**config.mk**
```make
export PLATFORM = sky130hd
export DESIGN_NAME = packet_transmitter
export DESIGN_NICKNAME = d
export VERILOG_FILES = /design/src/rtl/packet_transmitter.sv
export SDC_FILE = /design/constraint.sdc
export NUM_CORES = 1
export LEC_CHECK = 0
export BUFFER_PORTS_ARGS = -buffer_cell sky130_fd_sc_hd__buf_4
export CAP_MARGIN = 20
export CELL_PAD_IN_SITES_DETAIL_PLACEMENT = 0
export CELL_PAD_IN_SITES_GLOBAL_PLACEMENT = 1
export CORE_MARGIN = 3
export CORE_UTILIZATION = 37
export CTS_CLUSTER_DIAMETER = 120
export DETAILED_ROUTE_END_ITERATION = 10
export GPL_ROUTABILITY_DRIVEN = 0
export PLACE_DENSITY_LB_ADDON = 0.1
export SLEW_MARGIN = 20
export SYNTH_ARGS = -nofsm -noshare
export SYNTH_HDL_FRONTEND = slang
export SYNTH_SLANG_ARGS = --single-unit
export TNS_END_PERCENT = 10
```
**constraint.sdc**
```tcl
create_clock -name CLK -period 2.5 [get_ports CLK]
set_input_delay 0.125 -clock CLK [delete_from_list [all_inputs] [get_ports CLK]]
set_output_delay 0.125 -clock CLK [all_outputs]
set_load 0.1 [all_outputs]
```
**src/rtl/packet_transmitter.sv**
```systemverilog
// packet_transmitter
//   Serialises one response request into a framed packet for the UART core:
//     SYNC, LEN (= nargs+1), OPCODE, ARG[0..nargs-1], CRC
//   CRC is CRC-8 (poly 0x07, init 0x00, MSB-first, no final XOR) over
//   LEN, OPCODE and ARGs. SYNC is not covered.
//
// Ports
//   CLK, rst      clock; synchronous active-high reset
//   req_valid     request present
//   req_ready     high only while idle; request taken on req_valid && req_ready
//   req_opcode    opcode byte
//   req_nargs     number of argument bytes (0..MAX_ARGS)
//   req_args      argument i at [8*i +: 8]
//   tx_data       byte to the UART core
//   tx_valid      tx_data valid
//   tx_ready      UART core can take a byte
//   frame_done    one-cycle pulse after the CRC byte is taken
//   err_len       one-cycle pulse when an over-length request is dropped
module packet_transmitter #(
  parameter logic [7:0] SYNC     = 8'hAA,
  parameter int         MAX_ARGS = 8,
  parameter int         NW       = $clog2(MAX_ARGS + 1)
) (
  input  logic                  CLK,
  input  logic                  rst,
  input  logic                  req_valid,
  output logic                  req_ready,
  input  logic [7:0]            req_opcode,
  input  logic [NW-1:0]         req_nargs,
  input  logic [8*MAX_ARGS-1:0] req_args,
  output logic [7:0]            tx_data,
  output logic                  tx_valid,
  input  logic                  tx_ready,
  output logic                  frame_done,
  output logic                  err_len
);

  typedef enum logic [2:0] {
    S_IDLE,
    S_SYNC,
    S_LEN,
    S_OP,
    S_ARGS,
    S_CRC
  } state_t;

  localparam logic [NW-1:0] MAX_N = NW'(MAX_ARGS);

  state_t                state_q, state_d;
  logic [7:0]            opcode_q, opcode_d;
  logic [NW-1:0]         nargs_q, nargs_d;
  logic [NW-1:0]         idx_q, idx_d;
  logic [8*MAX_ARGS-1:0] args_q, args_d;
  logic [7:0]            crc_q, crc_d;
  logic                  frame_done_q, frame_done_d;
  logic                  err_len_q, err_len_d;

  logic                  xfer;
  logic [7:0]            arg_byte;
  logic [7:0]            len_byte;

  // One full byte through the CRC-8/0x07 shift register.
  function automatic logic [7:0] crc8_step(input logic [7:0] crc, input logic [7:0] data);
    logic [7:0] c;
    c = crc ^ data;
    for (int i = 0; i < 8; i++) begin
      c = c[7] ? ((c << 1) ^ 8'h07) : (c << 1);
    end
    return c;
  endfunction

  assign tx_valid   = (state_q != S_IDLE);
  assign req_ready  = (state_q == S_IDLE);
  assign xfer       = tx_valid && tx_ready;
  assign frame_done = frame_done_q;
  assign err_len    = err_len_q;
  assign len_byte   = 8'(nargs_q) + 8'd1;

  // Explicit compare-mux avoids indexing past MAX_ARGS when NW has spare codes.
  always_comb begin
    arg_byte = 8'h00;
    for (int i = 0; i < MAX_ARGS; i++) begin
      if (idx_q == NW'(i)) begin
        arg_byte = args_q[8*i +: 8];
      end
    end
  end

  // Every byte comes from registers, so it stays stable until its handshake.
  always_comb begin
    case (state_q)
      S_SYNC:  tx_data = SYNC;
      S_LEN:   tx_data = len_byte;
      S_OP:    tx_data = opcode_q;
      S_ARGS:  tx_data = arg_byte;
      S_CRC:   tx_data = crc_q;
      default: tx_data = 8'h00;
    endcase
  end

  always_comb begin
    state_d      = state_q;
    opcode_d     = opcode_q;
    nargs_d      = nargs_q;
    idx_d        = idx_q;
    args_d       = args_q;
    crc_d        = crc_q;
    frame_done_d = 1'b0;
    err_len_d    = 1'b0;

    case (state_q)
      S_IDLE: begin
        if (req_valid) begin
          if (req_nargs > MAX_N) begin
            err_len_d = 1'b1;
          end else begin
            opcode_d = req_opcode;
            nargs_d  = req_nargs;
            args_d   = req_args;
            crc_d    = 8'h00;
            idx_d    = '0;
            state_d  = S_SYNC;
          end
        end
      end
      S_SYNC: begin
        if (xfer) state_d = S_LEN;
      end
      S_LEN: begin
        if (xfer) begin
          crc_d   = crc8_step(crc_q, len_byte);
          state_d = S_OP;
        end
      end
      S_OP: begin
        if (xfer) begin
          crc_d   = crc8_step(crc_q, opcode_q);
          state_d = (nargs_q == '0) ? S_CRC : S_ARGS;
        end
      end
      S_ARGS: begin
        if (xfer) begin
          crc_d = crc8_step(crc_q, arg_byte);
          if (idx_q == nargs_q - NW'(1)) begin
            state_d = S_CRC;
          end else begin
            idx_d = idx_q + NW'(1);
          end
        end
      end
      S_CRC: begin
        if (xfer) begin
          frame_done_d = 1'b1;
          state_d      = S_IDLE;
        end
      end
      default: state_d = S_IDLE;
    endcase
  end

  always_ff @(posedge CLK) begin
    if (rst) begin
      state_q      <= S_IDLE;
      opcode_q     <= 8'h00;
      nargs_q      <= '0;
      idx_q        <= '0;
      args_q       <= '0;
      crc_q        <= 8'h00;
      frame_done_q <= 1'b0;
      err_len_q    <= 1'b0;
    end else begin
      state_q      <= state_d;
      opcode_q     <= opcode_d;
      nargs_q      <= nargs_d;
      idx_q        <= idx_d;
      args_q       <= args_d;
      crc_q        <= crc_d;
      frame_done_q <= frame_done_d;
      err_len_q    <= err_len_d;
    end
  end

endmodule

```
# Word level (Yosys, flattened, before mapping)
# Cells that the tools add are included.
# word_totals
wordCells	134
in_bits	80
out_inout_bits	12
regBits	93
# classes
order_cmp	1
add_sub_neg	3
n_bitwise	31
reduce_logical	13
eq_ne	22
n_mux	56
# op_table
cell	n
two-way mux 8 bit	13
two-way mux 3 bit	32
inverter 3 bit	24
one-hot mux 8 bit (5 select lines)	1
one-hot mux 8 bit (4 select lines)	1
!= test 2 bit (second input constant)	9
one-hot mux 3 bit (6 select lines)	1
== test 4 x 3 -> 1 bit (second input constant)	4
two-way mux 4 bit	4
XOR 8 bit	2
== test 4 x 2 -> 1 bit (second input constant)	2
logical NOT 4 bit	2
one-hot mux 4 bit (2 select lines)	1
AND reduction 8 bit	1
XOR 8 x 5 -> 8 bit	1
== test 3 x 2 -> 1 bit (second input constant)	2
== test 3 bit (second input constant)	2
AND reduction 6 bit	1
adder 4 x 1 -> 5 bit (second input constant)	1
AND reduction 5 bit	1
adder 4 x 1 -> 4 bit (second input constant)	1
== test 4 x 1 -> 1 bit (second input constant)	1
== test 4 bit	1
> comparator 4 bit (second input constant)	1
other kinds (12)	17

# Logic depth before layout (Yosys ltp)
# depth
depth_word	28
mapped_depth	11
depth_no_buf	9

# Worst setup path before layout
# OpenSTA, ideal clock, no wires.
# synth_timing
kind	reg2out
start	register state_q[1]
end	output tx_valid
t_required_ns	2.375
path_slack_ns	-1.588
arrival_ns	3.963
stages_incl_launch_ff	4
n_path_buf	1
cell_sequence	dfxtp_1 > buf_2 > nor3_1 > inv_1
# synth_between
elab_chain_len	1
# synth_lines
element	line_no	text
start, declared	49	state_t state_q, state_d;
start signal, assigned	172	state_q <= state_d;
nonzero test 3 bit	72	assign tx_valid = (state_q != S_IDLE);
end, declared	32	output logic tx_valid,
# No other way between the ends.

# Final worst setup path
# layout_timing
start	register idx_q[1]
end	output tx_data[0]
# layout_between
elab_chain_len	10
elab_cells_between_ends	17
cone_classes	eq/ne: 7; mux: 9; reduce/logical: 1
# layout_lines
element	line_no	text
start, declared	52	logic [NW-1:0] idx_q, idx_d;
start signal, assigned	175	idx_q <= idx_d;
logical NOT 4 bit	83	if (idx_q == NW'(i)) begin
two-way mux 8 bit (7 in series)	83	
two-way mux 8 bit *	83	
one-hot mux 8 bit (5 select lines) *	91	case (state_q)
end, declared	31	output logic [7:0] tx_data,
# Every way passes the cells marked *; elsewhere a longest branch is shown, timed or not.

==> reports/results.ini <==
[status]
status=finished, violations left
failed_checks=setup timing

[yosys]
synth.most_common_cell=nand2_1
synth_top_family_by_area=compound AO/OA/AOI/OAI gates
synth_area_leaders=dfxtp_1 34%, nand2_1 14%, a21oi_1 10%
synthMuxAreaShare=0.0114
synth-compound-area-share=0.226
synthArstFlopShare=0
synthXorXnorAreaFrac=0.124
synth_cell_types=71
synth_top_area_share=0.340
ys_warn_count=0
avgSynthCellArea_um2=7.53
synth-edff-count=0
synth.net_count=813
synthAdderAreaFrac=0.0160
synth.top_cells.by_count=199 x nand2_1, 109 x a21oi_1, 93 x dfxtp_1, 40 x xnor2_1, 37 x clkbuf_1
syn_inst=726
yosys.area_share.simple=0.223
netlist_area_um2=5470
ys.flop_type=dfxtp_1
ys_ff_latch=93
synth_top_area_cell=dfxtp_1
ys_seq_area_frac=0.340

[finish]
nFillCells=1388
nets=933
syn2layout_area_growth_pct=36.0
drive_above_1_share=0.274
instances_no_fill=1031
antenna_cells=0
fin_area_um2=7440
regArea_um2=1870
multi_input_area_um2=3590

[power]
ir_worst_vdd_mv=0.416
p_leak_nw=2.84
powerDensity_nw_per_um2=618

[floorplan]
row_count=43
die_height_um=128
start_util=0.387
io_pins=92
core_area_um2=14100
die_w_um=128
die_area_um2=16300

[timing]
fin_skew_ns=0.0100
period_share=1.03
grt_setup_unrepaired=yes
min_period_ns=2.57
slew_headroom=0.527
finalSetupViolCount=11
max_slew.worst_pin.slew_ns=0.707
fin_ws_ns=-0.0680
maxSlewViolCount=0
max_freq_ghz=0.389
hold_violations=0

[route]
drt_first_pass_iters=5
num_vias=5495
wl_per_cell_um=16.8
final_antenna_net_count=0
drtIter0Drc=401
wl_um=17300
viasPerCell=5.33
route.detailed.drc=0

[clock_network]
numCtsBuffers=9
clk_pin_slew_ns=0.07
tritoncts=yes
clk_latency_ns=0.35
cts-root-buf=clkbuf_16
cts_buffer_depth=2
cts_hold_buf=0
htreeDepth=3
clock_sinks=93

[grt]
gr-usage-met1=0.298
globalRouteOverflowTotal=0
antenna_found_initial=0
use_met2=0.324
top_usage_layer=met2
use_met3=0.0447
grt_pass1_wl_um=27300
grt_max_degree=66
grt_pass1_vias=5281
track_usage=0.209

[flow_run]
maxCapViolations=0

[worst_setup_path]
cp_max_fo=6
end_kind=primary output
worst_setup_path_start_kind=register
crit_type=register to primary output
crit_arrival_ns=2.44
cp.required_ns=2.38

[min_path]
hp-class=input pin to register

[placed_design]
dp_hpwl_um=12700
port_buffers=91
dp.cells=999
post_dp_cell_area_um2=6630

## worst max-delay path: stages, from the launching register on
cell	delay, ns
dfxtp_4	0.38
ha_4	0.17
buf_8	0.13
or3_4	0.36
a221o_1	0.35
o311ai_4	0.10
mux2i_2	0.14
o221ai_2	0.22
buf_8	0.23
## worst paths after layout
path | from | end | slack, ns | depth (start not counted)
worst max-delay path | idx_q[1] | tx_data[0] | -0.07 | 8
worst min-delay path | req_opcode[1] | opcode_q[1] | 0.02 | 3
worst max register to register | idx_q[1] | crc_q[6] | -0.04 | 12
worst min register to register | args_q[46] | args_q[46] | 0.45 | 2
## metrics by stage
step / TNS [ns] / hold slack, ns / utilization / power, mW / setup slack (ns)
3_5_place_dp: -1.32 / 0.380 / 0.468 / 3.05 / -0.232
5_1_grt: -1.79 / 0.00643 / 0.526 / 4.81 / -0.147
6_report: -0.365 / 0.0187 / 0.526 / 4.59 / -0.0680
3_3_place_gp: -0.642 / 0.373 / 0.468 / 3.04 / -0.151
2_1_floorplan: -1.50 / 0.261 / - / 2.61 / -0.507
4_1_cts: -0.573 / 0.00503 / 0.512 / 4.56 / -0.117
## flip-flops by register name, indices dropped and copies added (netlist names)
register / count
args_q: 64
crc_q: 8
state_q: 3
err_len: 1
idx_q: 4
opcode_q: 8
frame_done: 1
nargs_q: 4
## layer usage
layer	share of wire	routed length [µm]	up-vias
met2	0.44	7680	177
li1	-	-	2724
met5	0	0	-
met3	0.067	1160	22
met1	0.47	8200	2572
met4	0.015	254	0
## report_power, final
part	switching, mW	internal, mW
logic	0.841	0.630
registers	0.105	1.59
clock network	0.594	0.836
## kinds of logic (layout without fill, tap and decap cells)
kind of cell | count (synthesis) | after routing
multiplexers | 6 | 6
flip-flops | 93 | 93
buffers and inverters | 75 | 200
XOR/XNOR | 64 | 64
AND/OR/NAND/NOR | 285 | 285
adder cells (fa/ha/maj) | 7 | 7
AO/OA/AOI/OAI | 196 | 196
## cell usage in the layout (no fill, tap or decap), types with 6 or more instances in the layout
master	n
nand2b_1	7
buf_4	147
nor3_1	10
xnor3_1	6
xnor2_1	37
nand3_1	12
inv_1	17
buf_6	9
nand3b_1	7
nand2_1	198
o21ai_0	16
xor2_1	14
nor2_1	21
clkbuf_16	9
a21oi_1	104
dfxtp_1	89
## area by class of cell
type	count	area share
Timing Repair Buffer	164	0.183
Inverter	20	0.0104
Clock buffer	12	0.0345
Clock inverter	4	0.00740
Tap cell	180	0.0303
Sequential cell	93	0.252
Multi-Input combinational cell	558	0.483
## what timing repair did
item,4_1_cts,5_1_grt
buffers inserted,10,5
pin swaps,10,13
gates resized for setup,42,34
endpoints found under the setup margin,15,15
gates cloned,1,0
(Power assumes the default switching activity.)
